==> src/rtl/id_ex_pkg.sv <==
// rtl/id_ex_pkg.sv - ID/EX control field widths, bit indices and bubble constants.
package id_ex_pkg;
  localparam int EX_W  = 9;
  localparam int M_W   = 5;
  localparam int WB_W  = 4;
  localparam int REG_W = 5;

  localparam int EX_SHSB_LO   = 7;
  localparam int EX_ALUOP_LO  = 3;
  localparam int EX_ALUSRC    = 2;
  localparam int EX_REGDST_LO = 0;

  localparam int M_BRANCH     = 4;
  localparam int M_MEMREAD    = 3;
  localparam int M_MEMWRITE   = 2;
  localparam int M_SPECBRANCH = 1;
  localparam int M_BNE        = 0;

  localparam int WB_LBLH        = 3;
  localparam int WB_MEMTOREG_LO = 1;
  localparam int WB_REGWRITE    = 0;

  localparam logic [EX_W-1:0] EX_NOP = '0;
  localparam logic [M_W-1:0]  M_NOP  = '0;
  localparam logic [WB_W-1:0] WB_NOP = '0;

  typedef struct packed {
    logic [EX_W-1:0] ex;
    logic [M_W-1:0]  m;
    logic [WB_W-1:0] wb;
  } ctrl_t;

  localparam ctrl_t CTRL_NOP = '{ex: EX_NOP, m: M_NOP, wb: WB_NOP};

  function automatic logic is_mem_read(input ctrl_t c);
    return c.m[M_MEMREAD];
  endfunction
endpackage

==> src/rtl/id_ex_register_if.sv <==
// rtl/id_ex_register_if.sv - decode-to-execute bus; HazardStall/HazardCount exist only with HAZARD_DETECT_EN.
interface id_ex_register_if #(
  parameter int DATA_W = 32,
  parameter int CNT_W  = 16
);
  import id_ex_pkg::*;

  logic              Stall;
  logic              Flush;
  logic [EX_W-1:0]   EX_in;
  logic [M_W-1:0]    M_in;
  logic [WB_W-1:0]   WB_in;
  logic [DATA_W-1:0] PCPlus4_in;
  logic [DATA_W-1:0] ReadData1_in;
  logic [DATA_W-1:0] ReadData2_in;
  logic [DATA_W-1:0] Imm_in;
  logic [REG_W-1:0]  Rs_in;
  logic [REG_W-1:0]  Rt_in;
  logic [REG_W-1:0]  Rd_in;

  logic [EX_W-1:0]   EX_out;
  logic [M_W-1:0]    M_out;
  logic [WB_W-1:0]   WB_out;
  logic [DATA_W-1:0] PCPlus4_out;
  logic [DATA_W-1:0] ReadData1_out;
  logic [DATA_W-1:0] ReadData2_out;
  logic [DATA_W-1:0] Imm_out;
  logic [REG_W-1:0]  Rs_out;
  logic [REG_W-1:0]  Rt_out;
  logic [REG_W-1:0]  Rd_out;
  logic              Valid_out;
`ifdef HAZARD_DETECT_EN
  logic              HazardStall;
  logic [CNT_W-1:0]  HazardCount;
`endif

  modport master (
    output Stall, Flush, EX_in, M_in, WB_in, PCPlus4_in, ReadData1_in, ReadData2_in,
           Imm_in, Rs_in, Rt_in, Rd_in,
`ifdef HAZARD_DETECT_EN
    input  HazardStall, HazardCount,
`endif
    input  EX_out, M_out, WB_out, PCPlus4_out, ReadData1_out, ReadData2_out, Imm_out,
           Rs_out, Rt_out, Rd_out, Valid_out
  );

  modport slave (
    input  Stall, Flush, EX_in, M_in, WB_in, PCPlus4_in, ReadData1_in, ReadData2_in,
           Imm_in, Rs_in, Rt_in, Rd_in,
`ifdef HAZARD_DETECT_EN
    output HazardStall, HazardCount,
`endif
    output EX_out, M_out, WB_out, PCPlus4_out, ReadData1_out, ReadData2_out, Imm_out,
           Rs_out, Rt_out, Rd_out, Valid_out
  );
endinterface

==> src/rtl/load_use_detect.sv <==
// rtl/load_use_detect.sv - load-use hazard detector with saturating bubble counter.
module load_use_detect
  import id_ex_pkg::*;
#(
  parameter int CNT_W = 16
) (
  input  logic             Clk,
  input  logic             Rst,
  input  logic             valid_i,
  input  logic             mem_read_i,
  input  logic [REG_W-1:0] rt_ex_i,
  input  logic [REG_W-1:0] rs_id_i,
  input  logic [REG_W-1:0] rt_id_i,
  input  logic             stall_i,
  input  logic             flush_i,
  output logic             hazard_o,
  output logic [CNT_W-1:0] count_o
);
  logic [CNT_W-1:0] count_q, count_d;

  assign hazard_o = valid_i & mem_read_i & (rt_ex_i != '0) &
                    ((rt_ex_i == rs_id_i) | (rt_ex_i == rt_id_i));

  // Only bubbles caused by the hazard itself are counted; flush/stall take precedence.
  always_comb begin
    count_d = count_q;
    if (hazard_o && !stall_i && !flush_i && (count_q != '1)) begin
      count_d = count_q + {{(CNT_W-1){1'b0}}, 1'b1};
    end
  end

  always_ff @(posedge Clk or posedge Rst) begin
    if (Rst) begin
      count_q <= '0;
    end else begin
      count_q <= count_d;
    end
  end

  assign count_o = count_q;
endmodule

==> src/rtl/id_ex_register.sv <==
// rtl/id_ex_register.sv - ID/EX pipeline register with flush/stall; load-use detection under HAZARD_DETECT_EN.
module id_ex_register
  import id_ex_pkg::*;
#(
  parameter int DATA_W = 32,
  parameter int CNT_W  = 16
) (
  input  logic            Clk,
  input  logic            Rst,
  id_ex_register_if.slave bus
);
  ctrl_t             ctrl_q, ctrl_d;
  logic [DATA_W-1:0] pc4_q, pc4_d, rd1_q, rd1_d, rd2_q, rd2_d, imm_q, imm_d;
  logic [REG_W-1:0]  rs_q, rs_d, rt_q, rt_d, rd_q, rd_d;
  logic              valid_q, valid_d;
  logic              hazard;

`ifdef HAZARD_DETECT_EN
  logic [CNT_W-1:0] haz_count;

  load_use_detect #(.CNT_W(CNT_W)) u_load_use_detect (
    .Clk        (Clk),
    .Rst        (Rst),
    .valid_i    (valid_q),
    .mem_read_i (is_mem_read(ctrl_q)),
    .rt_ex_i    (rt_q),
    .rs_id_i    (bus.Rs_in),
    .rt_id_i    (bus.Rt_in),
    .stall_i    (bus.Stall),
    .flush_i    (bus.Flush),
    .hazard_o   (hazard),
    .count_o    (haz_count)
  );

  assign bus.HazardStall = hazard;
  assign bus.HazardCount = haz_count;
`else
  assign hazard = 1'b0;
`endif

  // Flush beats Stall, and Stall beats the hazard bubble.
  always_comb begin
    ctrl_d  = '{ex: bus.EX_in, m: bus.M_in, wb: bus.WB_in};
    pc4_d   = bus.PCPlus4_in;
    rd1_d   = bus.ReadData1_in;
    rd2_d   = bus.ReadData2_in;
    imm_d   = bus.Imm_in;
    rs_d    = bus.Rs_in;
    rt_d    = bus.Rt_in;
    rd_d    = bus.Rd_in;
    valid_d = 1'b1;
    if (bus.Flush || (!bus.Stall && hazard)) begin
      ctrl_d  = CTRL_NOP;
      pc4_d   = '0;
      rd1_d   = '0;
      rd2_d   = '0;
      imm_d   = '0;
      rs_d    = '0;
      rt_d    = '0;
      rd_d    = '0;
      valid_d = 1'b0;
    end else if (bus.Stall) begin
      ctrl_d  = ctrl_q;
      pc4_d   = pc4_q;
      rd1_d   = rd1_q;
      rd2_d   = rd2_q;
      imm_d   = imm_q;
      rs_d    = rs_q;
      rt_d    = rt_q;
      rd_d    = rd_q;
      valid_d = valid_q;
    end
  end

  always_ff @(posedge Clk or posedge Rst) begin
    if (Rst) begin
      ctrl_q  <= CTRL_NOP;
      pc4_q   <= '0;
      rd1_q   <= '0;
      rd2_q   <= '0;
      imm_q   <= '0;
      rs_q    <= '0;
      rt_q    <= '0;
      rd_q    <= '0;
      valid_q <= 1'b0;
    end else begin
      ctrl_q  <= ctrl_d;
      pc4_q   <= pc4_d;
      rd1_q   <= rd1_d;
      rd2_q   <= rd2_d;
      imm_q   <= imm_d;
      rs_q    <= rs_d;
      rt_q    <= rt_d;
      rd_q    <= rd_d;
      valid_q <= valid_d;
    end
  end

  assign bus.EX_out        = ctrl_q.ex;
  assign bus.M_out         = ctrl_q.m;
  assign bus.WB_out        = ctrl_q.wb;
  assign bus.PCPlus4_out   = pc4_q;
  assign bus.ReadData1_out = rd1_q;
  assign bus.ReadData2_out = rd2_q;
  assign bus.Imm_out       = imm_q;
  assign bus.Rs_out        = rs_q;
  assign bus.Rt_out        = rt_q;
  assign bus.Rd_out        = rd_q;
  assign bus.Valid_out     = valid_q;
endmodule

==> src/flat_wrapper.sv <==
// flat-port wrapper written by rule: the top's interface ports become plain ports
module id_ex_register_flat import id_ex_pkg::*;
#(
  parameter int DATA_W = 32,
  parameter int CNT_W  = 16
)
  (Clk, Rst, bus_Stall, bus_Flush, bus_EX_in, bus_M_in, bus_WB_in, bus_PCPlus4_in, bus_ReadData1_in, bus_ReadData2_in, bus_Imm_in, bus_Rs_in, bus_Rt_in, bus_Rd_in, bus_EX_out, bus_M_out, bus_WB_out, bus_PCPlus4_out, bus_ReadData1_out, bus_ReadData2_out, bus_Imm_out, bus_Rs_out, bus_Rt_out, bus_Rd_out, bus_Valid_out);
  id_ex_register_if #(.DATA_W(DATA_W), .CNT_W(CNT_W)) bus_i ();
  input  logic Clk;
  input  logic Rst;
  input wire logic [$bits(bus_i.Stall)-1:0] bus_Stall;
  input wire logic [$bits(bus_i.Flush)-1:0] bus_Flush;
  input wire logic [$bits(bus_i.EX_in)-1:0] bus_EX_in;
  input wire logic [$bits(bus_i.M_in)-1:0] bus_M_in;
  input wire logic [$bits(bus_i.WB_in)-1:0] bus_WB_in;
  input wire logic [$bits(bus_i.PCPlus4_in)-1:0] bus_PCPlus4_in;
  input wire logic [$bits(bus_i.ReadData1_in)-1:0] bus_ReadData1_in;
  input wire logic [$bits(bus_i.ReadData2_in)-1:0] bus_ReadData2_in;
  input wire logic [$bits(bus_i.Imm_in)-1:0] bus_Imm_in;
  input wire logic [$bits(bus_i.Rs_in)-1:0] bus_Rs_in;
  input wire logic [$bits(bus_i.Rt_in)-1:0] bus_Rt_in;
  input wire logic [$bits(bus_i.Rd_in)-1:0] bus_Rd_in;
  output wire logic [$bits(bus_i.EX_out)-1:0] bus_EX_out;
  output wire logic [$bits(bus_i.M_out)-1:0] bus_M_out;
  output wire logic [$bits(bus_i.WB_out)-1:0] bus_WB_out;
  output wire logic [$bits(bus_i.PCPlus4_out)-1:0] bus_PCPlus4_out;
  output wire logic [$bits(bus_i.ReadData1_out)-1:0] bus_ReadData1_out;
  output wire logic [$bits(bus_i.ReadData2_out)-1:0] bus_ReadData2_out;
  output wire logic [$bits(bus_i.Imm_out)-1:0] bus_Imm_out;
  output wire logic [$bits(bus_i.Rs_out)-1:0] bus_Rs_out;
  output wire logic [$bits(bus_i.Rt_out)-1:0] bus_Rt_out;
  output wire logic [$bits(bus_i.Rd_out)-1:0] bus_Rd_out;
  output wire logic [$bits(bus_i.Valid_out)-1:0] bus_Valid_out;
  assign bus_i.Stall = bus_Stall;
  assign bus_i.Flush = bus_Flush;
  assign bus_i.EX_in = bus_EX_in;
  assign bus_i.M_in = bus_M_in;
  assign bus_i.WB_in = bus_WB_in;
  assign bus_i.PCPlus4_in = bus_PCPlus4_in;
  assign bus_i.ReadData1_in = bus_ReadData1_in;
  assign bus_i.ReadData2_in = bus_ReadData2_in;
  assign bus_i.Imm_in = bus_Imm_in;
  assign bus_i.Rs_in = bus_Rs_in;
  assign bus_i.Rt_in = bus_Rt_in;
  assign bus_i.Rd_in = bus_Rd_in;
  assign bus_EX_out = bus_i.EX_out;
  assign bus_M_out = bus_i.M_out;
  assign bus_WB_out = bus_i.WB_out;
  assign bus_PCPlus4_out = bus_i.PCPlus4_out;
  assign bus_ReadData1_out = bus_i.ReadData1_out;
  assign bus_ReadData2_out = bus_i.ReadData2_out;
  assign bus_Imm_out = bus_i.Imm_out;
  assign bus_Rs_out = bus_i.Rs_out;
  assign bus_Rt_out = bus_i.Rt_out;
  assign bus_Rd_out = bus_i.Rd_out;
  assign bus_Valid_out = bus_i.Valid_out;
  id_ex_register #(.DATA_W(DATA_W), .CNT_W(CNT_W)) u_core (.Clk(Clk), .Rst(Rst), .bus(bus_i));
endmodule
==> config.mk <==
export PLATFORM = sky130hd
export DESIGN_NAME = id_ex_register_flat
export DESIGN_NICKNAME = d
export VERILOG_FILES = /design/src/rtl/id_ex_pkg.sv /design/src/rtl/id_ex_register_if.sv /design/src/rtl/load_use_detect.sv /design/src/rtl/id_ex_register.sv /design/src/flat_wrapper.sv
export SDC_FILE = /design/constraint.sdc
export NUM_CORES = 1
export LEC_CHECK = 0
export CAP_MARGIN = 20
export CORE_UTILIZATION = 36
export DETAILED_ROUTE_END_ITERATION = 8
export PLACE_DENSITY_LB_ADDON = 0.12
export SYNTH_ARGS = -nofsm -noshare
export SYNTH_HDL_FRONTEND = slang
export SYNTH_SLANG_ARGS = --single-unit
==> constraint.sdc <==
create_clock -name Clk -period 5 [get_ports Clk]
set_input_delay 1 -clock Clk [delete_from_list [all_inputs] [get_ports Clk]]
set_output_delay 1 -clock Clk [all_outputs]
set_load 0.01 [all_outputs]
==> results of run 1 <==
## cell type report
cell class,instances,share of cell area (%)
Inverter,2,0.1074
Timing Repair Buffer,333,31.99
Clock inverter,10,1.038
Multi-Input combinational cell,323,21.18
Clock buffer,20,4.355
Tap cell,225,2.684
Sequential cell,162,38.65
## how the worst min path moves through the flow
| stage | start | to | slack [ps] |
|---|---|---|---|
| floorplan | u_core.bus.Valid_out | u_core.bus.Valid_out | 550 |
| CTS | u_core.bus.Imm_out[8] | u_core.bus.Imm_out[8] | 530 |
| global placement | u_core.bus.EX_out[4] | u_core.bus.EX_out[4] | 500 |
| finish | u_core.bus.ReadData2_out[3] | u_core.bus.ReadData2_out[3] | 520 |
| global route | u_core.bus.Imm_out[27] | u_core.bus.Imm_out[27] | 550 |
| detailed placement | u_core.bus.Imm_out[8] | u_core.bus.Imm_out[8] | 510 |
## through the flow
step                hold slack, ps  setup WS (ps)
CTS                          525.9           2584
detailed placement           512.1           2188
floorplan                    547.9           1943
global route                 548.3           2546
global placement             501.4           2278
finish                       516.7           2609
## synth_stat cells
cell type    n  area share [%]
a21oi_1      1           0.077
buf_1        2            0.12
buf_2        4            0.31
buf_4        9             1.0
buf_6        9             1.6
clkbuf_1    12            0.69
dfrtp_1    162              62
inv_1        2            0.12
mux2i_1    161              25
nor2_1     161             9.3
## routing by layer
metal	routed length (microns)	track usage, %	vias to the layer above
met3	1738	7.185	28
li1	-	-	2360
met1	7395	22.54	2406
met2	8993	33.42	211
met4	525	9.198	0
met5	0	0	-
## registers in the layout (all words and copies together), names as in the netlist
signal	flops
u_core.bus.EX_out	9
u_core.bus.ReadData1_out	32
u_core.bus.Rd_out	5
u_core.bus.M_out	5
u_core.bus.Rs_out	5
u_core.bus.WB_out	4
u_core.bus.Imm_out	32
u_core.bus.PCPlus4_out	32
u_core.bus.Valid_out	1
u_core.bus.ReadData2_out	32
u_core.bus.Rt_out	5
## power breakdown
| part | internal [uW] | total (uW) | switching, uW |
|---|---|---|---|
| registers | 1390 | 1430 | 42.5 |
| clock network | 753 | 1250 | 497 |
| logic | 318 | 538 | 220 |
## worst min-delay path: cells and delay by family, from the launching register on
| kind | cells | cell delay [ps] |
|---|---|---|
| multiplexers | 1 | 70 |
| AND/OR/NAND/NOR | 1 | 80 |
| flip-flops | 1 | 330 |
## cells by family (layout without fill, tap and decap cells)
kind of cell | after synthesis | in the layout
AOI/OAI and AO/OA | 1 | 1
buffers and inverters | 38 | 365
DFF | 162 | 162
muxes | 161 | 161
and+or+nand+nor | 161 | 161
## placed cells by master (no fill, tap or decap)
master,Yosys,final
clkbuf_1,12,1
a21oi_1,1,1
inv_6,0,1
inv_1,2,1
buf_12,0,3
clkbuf_8,0,3
dfrtp_1,162,162
bufinv_16,0,2
clkinv_2,0,5
mux2i_1,161,161
clkdlybuf4s50_1,0,324
buf_4,9,5
clkinvlp_4,0,3
clkbuf_16,0,17
nor2_1,161,161
==> flow_summary.ini, run 1 <==
[run_status]
status = completed

[critical_path]
worstSetupStartpointType = primary input
path_delay_family = buffers and inverters
endpoint_kind = flop
crit_cells = 4
path_buf_inv = 2
cp-endpoint = u_core.bus.EX_out[2]
cp_cell_sequence = clkbuf_8 -> buf_4 -> mux2i_1 -> nor2_1
reg2reg_to = u_core.bus.ReadData1_out[0]
rrSetupSlack_ps = 4210
setup.worst_path.start = bus_Stall
critPathMaxStageDelay_ps = 640
r2r-start = u_core.bus.ReadData1_out[0]
criticalPathCategory = in2reg
slowest_stage = clkbuf_8
path_max_fanout = 99
r2r_cells = 2
cp.arrival_ps = 2640
required_ps = 5250

[final_layout]
seq_area_sq_mm = 0.004054
final_area_sq_mm = 0.01049
multi_input_area_sq_mm = 0.002221
antenna_cells = 0
fin_cells = 1075
fillers = 1424
fin_nets = 1004
post_route_cells_drive_above_1_share_pct = 4.588
syn_to_final_growth_pct = 60.76
final_util_pct = 60.01

[routing]
num_vias = 5005
dr.pass1.iters = 4
drcViolationCount = 0
post_drt_via_cell_ratio = 4.656
wirelength_microns = 18650
drtIter0Drc = 162
routedWlPerCell_microns = 17.35
ant_nets = 0

[clock_network]
numCtsBuffers = 17
cts-htree-levels = 4
root_buffer = clkbuf_16
cts_max_path_buffers = 2
cts_hold_buf = 0
clk_pin_slew_ps = 60
cts_resized = 0
cts_setup_buffers = 0
clock_latency_ps = 410
numClockSinks = 162
cts_tree = built

[synthesis]
ys_warn_count = 0
synthMuxAreaShare_pct = 24.70
synth_simple_gate_area_share_pct = 9.264
synth_xor_area_share_pct = 0
syn-cell-area_sq_mm = 0.006524
avgSynthCellArea_sq_um = 12.47
synth.distinct_cells = 10
synth-compound-area-share_pct = 0.07672
synth_top_family_by_area = multiplexers
synth_fp_nets = 688
netlist_instances = 523
seq_area_frac_synth_pct = 62.14
synthAdderAreaFrac_pct = 0
ys_seq_elements = 162

[floorplan]
initial_core_util_pct = 37.33
rows = 48
core_region_area_sq_mm = 0.01748
die_x_microns = 136.6
die_area_sq_mm = 0.01866
io_pins = 327
die_h_microns = 136.6

[timing]
hold_violations = 0
max_freq_ghz = 0.4183
slew_headroom_pct = 25.70
clock_skew_ps = 0
rsz0062_at_grt = no
fin_crit_sh_pct = 47.82
setup_violations = 0
tns_ps = 0
period_needed_ps = 2391
drv_slew = 0
worst_pin_slew_ps = 1115

[power]
peakVddDrop_mv = 0.2093
power.leakage_uw = 0.004953
p_per_area_mw_per_mm2 = 306.7
finalPower_uw = 3216

[place]
place_inst = 1044
gp_congestion = 0.7599
port_buffers = 326
dp_hpwl_microns = 13440
dpl_cell_area_sq_mm = 0.009902

[global_route]
grtUsageTotal_pct = 19.90
grt_max_degree = 100
antenna_found_initial = 0
grt_pass1_wl_microns = 27810
overflow = 0
grt_pass1_vias = 5280

[min_path]
hp-class = reg2reg
worst_hold_path.num_cells = 2

[flow_run]
cap_viol_max_count = 0
No activity file was read; power rests on OpenSTA's default activity.
==> inputs of run 2 (changes only) <==
--- a/config.mk
+++ b/config.mk
@@ -6,7 +6,7 @@
 export NUM_CORES = 1
 export LEC_CHECK = 0
 export CAP_MARGIN = 20
-export CORE_UTILIZATION = 36
+export CORE_UTILIZATION = 40
 export DETAILED_ROUTE_END_ITERATION = 8
 export PLACE_DENSITY_LB_ADDON = 0.12
 export SYNTH_ARGS = -nofsm -noshare
==> constraint.sdc (replaced) <==
create_clock -name Clk -period 2.4 [get_ports Clk]
set_input_delay 0.48 -clock Clk [delete_from_list [all_inputs] [get_ports Clk]]
set_output_delay 0.48 -clock Clk [all_outputs]
set_load 0.01 [all_outputs]
==> flow_summary.ini, run 2 (same netlist as run 1, synthesis figures left out) <==
[run_status]
status = completed

[power]
p_per_area_mw_per_mm2 = 641.7
peakVddDrop_mv = 0.4479
power.leakage_uw = 0.005018

[routing]
num_vias = 5049
drtIter0Drc = 193
post_drt_via_cell_ratio = 4.701
drcViolationCount = 0
dr.pass1.iters = 6
wirelength_microns = 18220
routedWlPerCell_microns = 16.97
ant_nets = 0

[critical_path]
critPathMaxStageDelay_ps = 600
setup.worst_path.start = u_core.bus.ReadData1_out[9]
rrSetupSlack_ps = 1670
worstSetupStartpointType = flop
r2r-start = u_core.bus.PCPlus4_out[24]
reg2reg_to = u_core.bus.PCPlus4_out[24]
endpoint_kind = primary output
slowest_stage = clkdlybuf4s50_1
criticalPathCategory = reg2out
required_ps = 1920
r2r_cells = 2
cp.arrival_ps = 1360
path_max_fanout = 2
path_delay_family = buffers and inverters
path_buf_inv = 1
cp_cell_sequence = clkdlybuf4s50_1

[clock_network]
cts_max_path_buffers = 2
root_buffer = clkbuf_16
clock_latency_ps = 420
numClockSinks = 162
cts_setup_buffers = 0
cts-htree-levels = 4
cts_hold_buf = 0
cts_tree = built
numCtsBuffers = 17
clk_pin_slew_ps = 60
cts_resized = 0

[timing]
hold_violations = 0
slew_headroom_pct = 59.33
drv_slew = 0
period_needed_ps = 1843
rsz0062_at_grt = no
tns_ps = 0
max_freq_ghz = 0.5427
worst_pin_slew_ps = 608.8
clock_skew_ps = 0
fin_crit_sh_pct = 76.78
setup_violations = 0
setup_slack_ps = 557.2

[final_layout]
final_area_sq_mm = 0.01063
antenna_cells = 0
syn_to_final_growth_pct = 63.00
layout_commonest_cell = clkdlybuf4s50_1
post_route_cells_drive_above_1_share_pct = 5.245
fillers = 1258
multi_input_area_sq_mm = 0.002221
seq_area_sq_mm = 0.004054
layout_common_cells = clkdlybuf4s50_1, dfrtp_1, mux2i_1, nor2_1, clkbuf_16
fin_nets = 1011

[global_route]
antenna_found_initial = 0
grtUsageTotal_pct = 22.15
overflow = 0
grt_max_degree = 50
grt_pass1_wl_microns = 27810
grt_pass1_vias = 5296

[place]
dpl_worst_slack_ps = 719.7
gp_congestion = 0.8025
port_buffers = 326
dp_hpwl_microns = 13640
dpl_cell_area_sq_mm = 0.01004

[floorplan]
rows = 46
die_area_sq_mm = 0.01682
die_h_microns = 129.7
core_region_area_sq_mm = 0.01589
die_x_microns = 129.7
initial_core_util_pct = 41.07
io_pins = 327

[flow_run]
cap_viol_max_count = 0

[min_path]
hold_path_end = u_core.bus.ReadData2_out[0]
hp-class = in2reg
min-delay-start = bus_Flush
worst_hold_path.num_cells = 2
==> run 2: changes by cell type in the layout (fill, tap and decap cells not counted), sizes merged <==
cell,before,now
buf,8,15
clkbuf,21,23
clkinv,5,3
bufinv,2,3
clkinvlp,3,4
inv,2,1
==> run 2: worst reg2reg max path: cells and delay by family (launching register included) <==
kind	cells	cell delay, ps
flip-flops	1	380
multiplexers	1	160
AND/OR/NAND/NOR	1	70
==> run 2: per-layer routing <==
layer | up-vias | global-route usage (%) | wire length (microns)
met5 | - | 0 | 0
met4 | 0 | 9.713 | 454
met3 | 32 | 8.897 | 1763
met2 | 211 | 37.97 | 9242
met1 | 2436 | 24.25 | 6764
li1 | 2370 | - | -
==> run 2: final cells by class <==
cell class              count  share of cell area, %
clock buffers              22                  4.365
inverters                   2                 0.1059
repair buffers            340                  32.75
flip-flops and latches    162                  38.12
clock inverters             9                  1.235
multi-input cells         323                  20.88
well taps                 216                  2.541
==> run 2: how the worst max path moves through the flow <==
| stage | to | slack (ps) | cells past startpoint |
|---|---|---|---|
| 2_1_floorplan | u_core.bus.EX_out[0] | -140 | 1 |
| 3_3_place_gp | u_core.bus.PCPlus4_out[12] | 770 | 4 |
| 4_1_cts | bus_ReadData1_out[9] | 510 | 1 |
| 3_5_place_dp | u_core.bus.ReadData1_out[25] | 720 | 4 |
| 5_1_grt | bus_PCPlus4_out[31] | 500 | 1 |
| 6_report | bus_ReadData1_out[9] | 560 | 1 |
==> run 2: metrics by stage <==
| stage | util (%) | hold slack [ps] | power [uW] | std cells |
|---|---|---|---|---|
| floorplan | - | 547.9 | 3469 | 523 |
| global placement | 63.19 | 501.4 | 4141 | 1043 |
| detailed placement | 63.19 | 512.7 | 4171 | 1043 |
| CTS | 66.94 | 347.6 | 6924 | 1074 |
| global route | 66.94 | 368.1 | 7118 | 1074 |
| finish | 66.94 | 366.5 | 6824 | 1074 |
==> run 2: where the power goes <==
group          internal, uW  leakage (uW)  switching [uW]  total (uW)
logic                   677       0.00259             462        1140
registers              2890       0.00215            84.4        2970
clock network          1680      0.000282            1030        2720
